[config.mk]
export PLATFORM = sky130hd
export DESIGN_NAME = fsm_arbiter
export DESIGN_NICKNAME = d
export VERILOG_FILES = /design/src/rtl/fsm_arbiter_pkg.sv /design/src/rtl/fsm_arbiter_rr_arbiter.sv /design/src/rtl/fsm_arbiter.sv
export SDC_FILE = /design/constraint.sdc
export NUM_CORES = 1
export LEC_CHECK = 0
export CAP_MARGIN = 0
export CORE_MARGIN = 2
export CORE_UTILIZATION = 54
export CTS_CLUSTER_SIZE = 30
export DETAILED_ROUTE_END_ITERATION = 8
export GPL_TIMING_DRIVEN = 0
export PLACE_DENSITY = 0.86
export SLEW_MARGIN = 20
export SYNTH_ARGS = -nofsm -noshare
export SYNTH_HDL_FRONTEND = slang
export SYNTH_HIERARCHICAL = 1
export SYNTH_SLANG_ARGS = --single-unit
[constraint.sdc]
create_clock -name clk -period 8.95 [get_ports clk]
set_input_delay 0.895 -clock clk [delete_from_list [all_inputs] [get_ports clk]]
set_output_delay 0.895 -clock clk [all_outputs]
set_load 0.02 [all_outputs]
[src/rtl/fsm_arbiter_pkg.sv]
// rtl/fsm_arbiter_pkg.sv - shared state type and default sizes for the arbiter slice
package pck;

    localparam int N_CH_DEF   = 4;
    localparam int WORD_W_DEF = 8;
    localparam int CNT_W_DEF  = 10;

    typedef enum logic [2:0] {
        IDLE   = 3'd0,
        CLEAR  = 3'd1,
        SHIFT  = 3'd2,
        DRAIN  = 3'd3,
        REPORT = 3'd4
    } arb_state_t;

endpackage

[src/rtl/fsm_arbiter_rr_arbiter.sv]
// rtl/fsm_arbiter_rr_arbiter.sv - combinational channel arbiter (round-robin or fixed priority)
//
// Ports:
//   req      in   N_CH  level requests, one bit per channel
//   last_gnt in   IW    index of the previously granted channel
//   gnt      out  N_CH  one-hot winner, all zero when no request
//
// Build option: ARB_STRICT_PRIO_EN selects fixed priority (lowest index wins)
// and last_gnt is ignored; otherwise the search starts just after last_gnt.
module rr_arbiter #(
    parameter int N_CH = 4,
    parameter int IW   = $clog2(N_CH)
) (
    input  logic [N_CH-1:0] req,
    input  logic [IW-1:0]   last_gnt,
    output logic [N_CH-1:0] gnt
);

`ifdef ARB_STRICT_PRIO_EN
    always_comb begin
        gnt = '0;
        // Walk downward so the lowest asserted index is the last one written.
        for (int i = N_CH - 1; i >= 0; i--) begin
            if (req[i]) begin
                gnt    = '0;
                gnt[i] = 1'b1;
            end
        end
    end
`else
    logic [IW-1:0] idx;
    logic          found;

    always_comb begin
        gnt   = '0;
        idx   = '0;
        found = 1'b0;
        // N_CH is a power of two, so the IW-bit add wraps modulo N_CH;
        // offset N_CH lands back on last_gnt itself as the final candidate.
        for (int i = 1; i <= N_CH; i++) begin
            idx = last_gnt + IW'(i);
            if (!found && req[idx]) begin
                gnt[idx] = 1'b1;
                found    = 1'b1;
            end
        end
    end
`endif

endmodule

[src/rtl/fsm_arbiter.sv]
// rtl/fsm_arbiter.sv - grants one requester at a time and streams its word through the shared detector
//
// Ports:
//   clk, rst   clock and synchronous active-high reset
//   req        per-channel level request
//   data_in    per-channel word, channel i at [i*WORD_W +: WORD_W]
//   gnt        one-hot single-cycle grant; the granted word is captured that cycle
//   det_x      serial bit to the detector, MSB first
//   det_rst    detector reset (rst or CLEAR state)
//   det_y      detector output, sampled one cycle after each bit
//   busy       high outside IDLE
//   done       single-cycle pulse in REPORT
//   done_id    channel served, held until the next done
//   hit_cnt    detector hits in the served word, held until the next done
//   tot_cnt    running hit total, wraps silently
//
// Build option: ARB_STRICT_PRIO_EN switches the arbiter to fixed priority.
module fsm_arbiter
    import pck::*;
#(
    parameter int N_CH   = N_CH_DEF,
    parameter int WORD_W = WORD_W_DEF,
    parameter int CNT_W  = CNT_W_DEF,
    parameter int IW     = $clog2(N_CH),
    parameter int HW     = $clog2(WORD_W) + 1
) (
    input  logic                   clk,
    input  logic                   rst,
    input  logic [N_CH-1:0]        req,
    input  logic [N_CH*WORD_W-1:0] data_in,
    output logic [N_CH-1:0]        gnt,
    output logic                   det_x,
    output logic                   det_rst,
    input  logic                   det_y,
    output logic                   busy,
    output logic                   done,
    output logic [IW-1:0]          done_id,
    output logic [HW-1:0]          hit_cnt,
    output logic [CNT_W-1:0]       tot_cnt
);

    localparam int BW = $clog2(WORD_W);

    arb_state_t         state_q,    state_d;
    logic [WORD_W-1:0]  word_q,     word_d;
    logic [IW-1:0]      id_q,       id_d;
    logic [IW-1:0]      last_gnt_q, last_gnt_d;
    logic [IW-1:0]      done_id_q,  done_id_d;
    logic [BW-1:0]      bit_q,      bit_d;
    logic [HW-1:0]      acc_q,      acc_d;
    logic [HW-1:0]      hit_q,      hit_d;
    logic [CNT_W-1:0]   tot_q,      tot_d;

    logic [N_CH-1:0]    arb_gnt;
    logic [IW-1:0]      arb_id;
    logic [BW-1:0]      sh_idx;

    rr_arbiter #(
        .N_CH (N_CH),
        .IW   (IW)
    ) u_arb (
        .req      (req),
        .last_gnt (last_gnt_q),
        .gnt      (arb_gnt)
    );

    always_comb begin
        arb_id = '0;
        for (int i = 0; i < N_CH; i++) begin
            if (arb_gnt[i]) arb_id = IW'(i);
        end
    end

    // bit_q counts SHIFT cycles from 0, so the MSB goes out first.
    assign sh_idx = BW'(WORD_W - 1) - bit_q;

    always_comb begin
        state_d    = state_q;
        word_d     = word_q;
        id_d       = id_q;
        last_gnt_d = last_gnt_q;
        done_id_d  = done_id_q;
        bit_d      = bit_q;
        acc_d      = acc_q;
        hit_d      = hit_q;
        tot_d      = tot_q;
        gnt        = '0;
        det_x      = 1'b0;
        done       = 1'b0;

        case (state_q)
            IDLE: begin
                if (|req) begin
                    gnt        = arb_gnt;
                    word_d     = data_in[arb_id*WORD_W +: WORD_W];
                    id_d       = arb_id;
                    last_gnt_d = arb_id;
                    state_d    = CLEAR;
                end
            end
            CLEAR: begin
                acc_d   = '0;
                bit_d   = '0;
                state_d = SHIFT;
            end
            SHIFT: begin
                det_x = word_q[sh_idx];
                // In the first SHIFT cycle det_y still reflects the detector reset.
                if (bit_q != '0 && det_y) acc_d = acc_q + HW'(1);
                if (bit_q == BW'(WORD_W - 1)) begin
                    state_d = DRAIN;
                end else begin
                    bit_d = bit_q + BW'(1);
                end
            end
            DRAIN: begin
                // Last sample belongs to the final bit; publish the result for REPORT.
                hit_d     = acc_q + {{(HW-1){1'b0}}, det_y};
                done_id_d = id_q;
                state_d   = REPORT;
            end
            REPORT: begin
                done    = 1'b1;
                tot_d   = tot_q + CNT_W'(hit_q);
                state_d = IDLE;
            end
            default: state_d = IDLE;
        endcase

        // Reset overrides the combinational pulses in the same cycle.
        if (rst) begin
            gnt   = '0;
            det_x = 1'b0;
            done  = 1'b0;
        end
    end

    always_ff @(posedge clk) begin
        if (rst) begin
            state_q    <= IDLE;
            word_q     <= '0;
            id_q       <= '0;
            last_gnt_q <= IW'(N_CH - 1);
            done_id_q  <= '0;
            bit_q      <= '0;
            acc_q      <= '0;
            hit_q      <= '0;
            tot_q      <= '0;
        end else begin
            state_q    <= state_d;
            word_q     <= word_d;
            id_q       <= id_d;
            last_gnt_q <= last_gnt_d;
            done_id_q  <= done_id_d;
            bit_q      <= bit_d;
            acc_q      <= acc_d;
            hit_q      <= hit_d;
            tot_q      <= tot_d;
        end
    end

    assign busy    = !rst && (state_q != IDLE);
    assign det_rst = rst || (state_q == CLEAR);
    assign done_id = done_id_q;
    assign hit_cnt = hit_q;
    assign tot_cnt = tot_q;

endmodule

==> impl_metrics.toml <==
[cells_and_area]
drive_above_1_share = 0.101
n_antenna_cell = 0
fill_cells = 358
mostFrequentLayoutCells = "clkdlybuf4s50_1 (62), nor2_1 (40), dfxtp_1 (38), mux2i_1 (23), nand2_1 (19)"
utilization = 0.717
num-nets-final = 412
area_growth_pct = 30.4
final_common_cell = "clkdlybuf4s50_1"

[yosys]
ys_types = 49
syn-mean-instance-area_um2 = 8.98
yosysWarnings = 6
ys_ff_latch = 38
async_reset_ff_frac = 0
seq_area_frac_synth = 0.297
synth_area_um2 = 2560
synthCells = 285
synthesis.nets = 343
synth_ff_type = "dfxtp_1"
synth_edf_count = 0

[placement]
dp_hpwl_um = 4420
gp_congestion = 0.837
portBuffers = 62
dp_slack_ns = 4.00

[global_routing]
grt_pass1_vias = 2208
grt_max_degree = 12
grt_pass1_wl_um = 9780
grt.total_usage = 0.230
antenna_found_initial = 0
overflow = 0

[critical_path]
arrival_ns = 4.07
endpoint_kind = "primary output"
critPathRequiredTime_ns = 8.06
startpoint_type = "input port"
path_class = "input port to primary output"
crit_fanout = 10
worst-r2r-setup-slack_ns = 5.38

[timing]
worst_clock_skew_ns = 0.00646
finalCritPeriodShare = 0.554
fin_crit_ns = 4.96
tns_ns = 0
rsz0062_at_grt = "false"
tightestPinTransition_ns = 0.566
slew_viol_final = 0
fin_ws_ns = 3.99
slew_headroom = 0.622
hold_viol = 0
hold_ws_ns = 0.478
setup-violations-final = 0
max_freq_mhz = 202

[clocking]
cts-resized-gates = 0
cts_tree = "built"
path_clk_slew_ns = 0.07
cts_buffers = 5
clock-root-buffer = "clkbuf_8"
htree_levels = 2
numClockSinks = 38
post_cts_buffers = 0
clock_latency_ns = 0.28
holdBufCountCts = 0
cts_max_path_buffers = 2

[power_and_ir_drop]
power_leakage_nw = 1.31
peakVddDrop_mv = 0.125
powerDensity_nw_per_um2 = 216
power.total_uw = 721

[floorplanning]
ios = 63
fp-row-count = 25
die_h_um = 72.9
core_area_um2 = 4660
start_util = 0.549
die-area_um2 = 5310
die_x_um = 72.9

[routing]
drtAntennaViolNets = 0
vias = 2261
drt_iter0_markers = 140
via_per_inst = 5.53
drt-total-wl_um = 5790
drt-pass1-iter-count = 5
drt_drc_violations_left = 0
routedWlPerCell_um = 14.2

[run_status]
status = "completed"

[job]
maxCapViolCount = 0

[hold_path]
hp-class = "register to register"
path summary, 6_finish.rpt:
kind                               from                 endpoint  cells after the start
max                              req[3]                   gnt[2]                     10
min             tot_cnt[2]$_SDFFE_PP0N_  tot_cnt[2]$_SDFFE_PP0N_                      2
max reg2reg  last_gnt_q[0]$_SDFFE_PP1P_   word_q[5]$_SDFFE_PP0P_                     11
min reg2reg     tot_cnt[2]$_SDFFE_PP0N_  tot_cnt[2]$_SDFFE_PP0N_                      2
per-stage QoR:
step	instances	cell area (µm²)
3_3_place_gp	401	3250
3_5_place_dp	401	3250
5_1_grt	409	3340
6_report	409	3340
4_1_cts	409	3340
2_1_floorplan	285	2560
registers in the layout, summed over array words and instances, names as in the netlist:
signal      flops
hit_cnt         4
last_gnt_q      2
tot_cnt        10
acc_q           4
word_q          8
state_q         3
id_q            2
done_id         2
bit_q           3
metal layers:
metal / wire length, µm / track usage / vias to the layer above / part of all wire
met2: 2930 / 0.408 / 46 / 0.51
met5: 0 / 0 / - / 0
met3: 204 / 0.0401 / 6 / 0.035
met4: 31 / 0.0350 / 0 / 0.0054
li1: - / - / 1148 / -
met1: 2620 / 0.297 / 1061 / 0.45
logic make-up (layout without fill, tap and decap cells):
group           Yosys count  after routing  share of synthesized area
compound gates           54             54                      0.151
simple gates            106            106                      0.217
mux                      35             35                      0.174
xor+xnor                  4              4                     0.0137
buf+inv                  29             99                     0.0523
flops                    38             38                      0.297
fa+ha+maj                19             19                     0.0958
power breakdown:
group | total (mW) | switching [mW] | internal [mW]
Sequential | 0.229 | 0.0292 | 0.200
Clock | 0.119 | 0.0571 | 0.0621
Combinational | 0.372 | 0.198 | 0.175
Total | 0.721 | 0.284 | 0.437
Yosys cell counts, drive strengths merged, types with 3 or more instances:
cell	n	area (µm²)
dfxtp	38	761
nor3	7	40.0
ha	18	225
xnor2	4	35.0
nand3	5	25.0
a211oi	11	123
a22oi	4	30.0
inv	13	48.8
o211ai	4	30.0
nor2	40	150
nor3b	6	56.3
o21bai	3	22.5
mux2i	23	230
nand2	19	71.3
mux2	6	71.3
nor2b	8	50.1
buf	9	58.8
and2	6	37.5
clkbuf	7	26.3
mux4	6	143
a21oi	13	65.1
o21ai	13	65.1
cell type report:
type                            count  area, µm²  area share
Inverter                           13       48.8      0.0146
Tap cell                           54       67.6      0.0202
Multi-Input combinational cell    218       1670       0.499
Clock inverter                      1       5.00     0.00150
Timing Repair Buffer               62        621       0.186
Clock buffer                        7       86.3      0.0259
Sequential cell                    38        761       0.228
Buffer                             16       85.1      0.0255
critical path: stages:
cell and delay [ns]:
clkdlybuf4s50_1 0.48, mux4_2 0.51, buf_6 0.16, nor4b_4 0.36, nand2_1 0.10, o211ai_1 0.09
clkbuf_1 0.35, clkbuf_1 0.33, and2_1 0.18, clkdlybuf4s50_1 0.60
(Power assumes the default switching activity.)
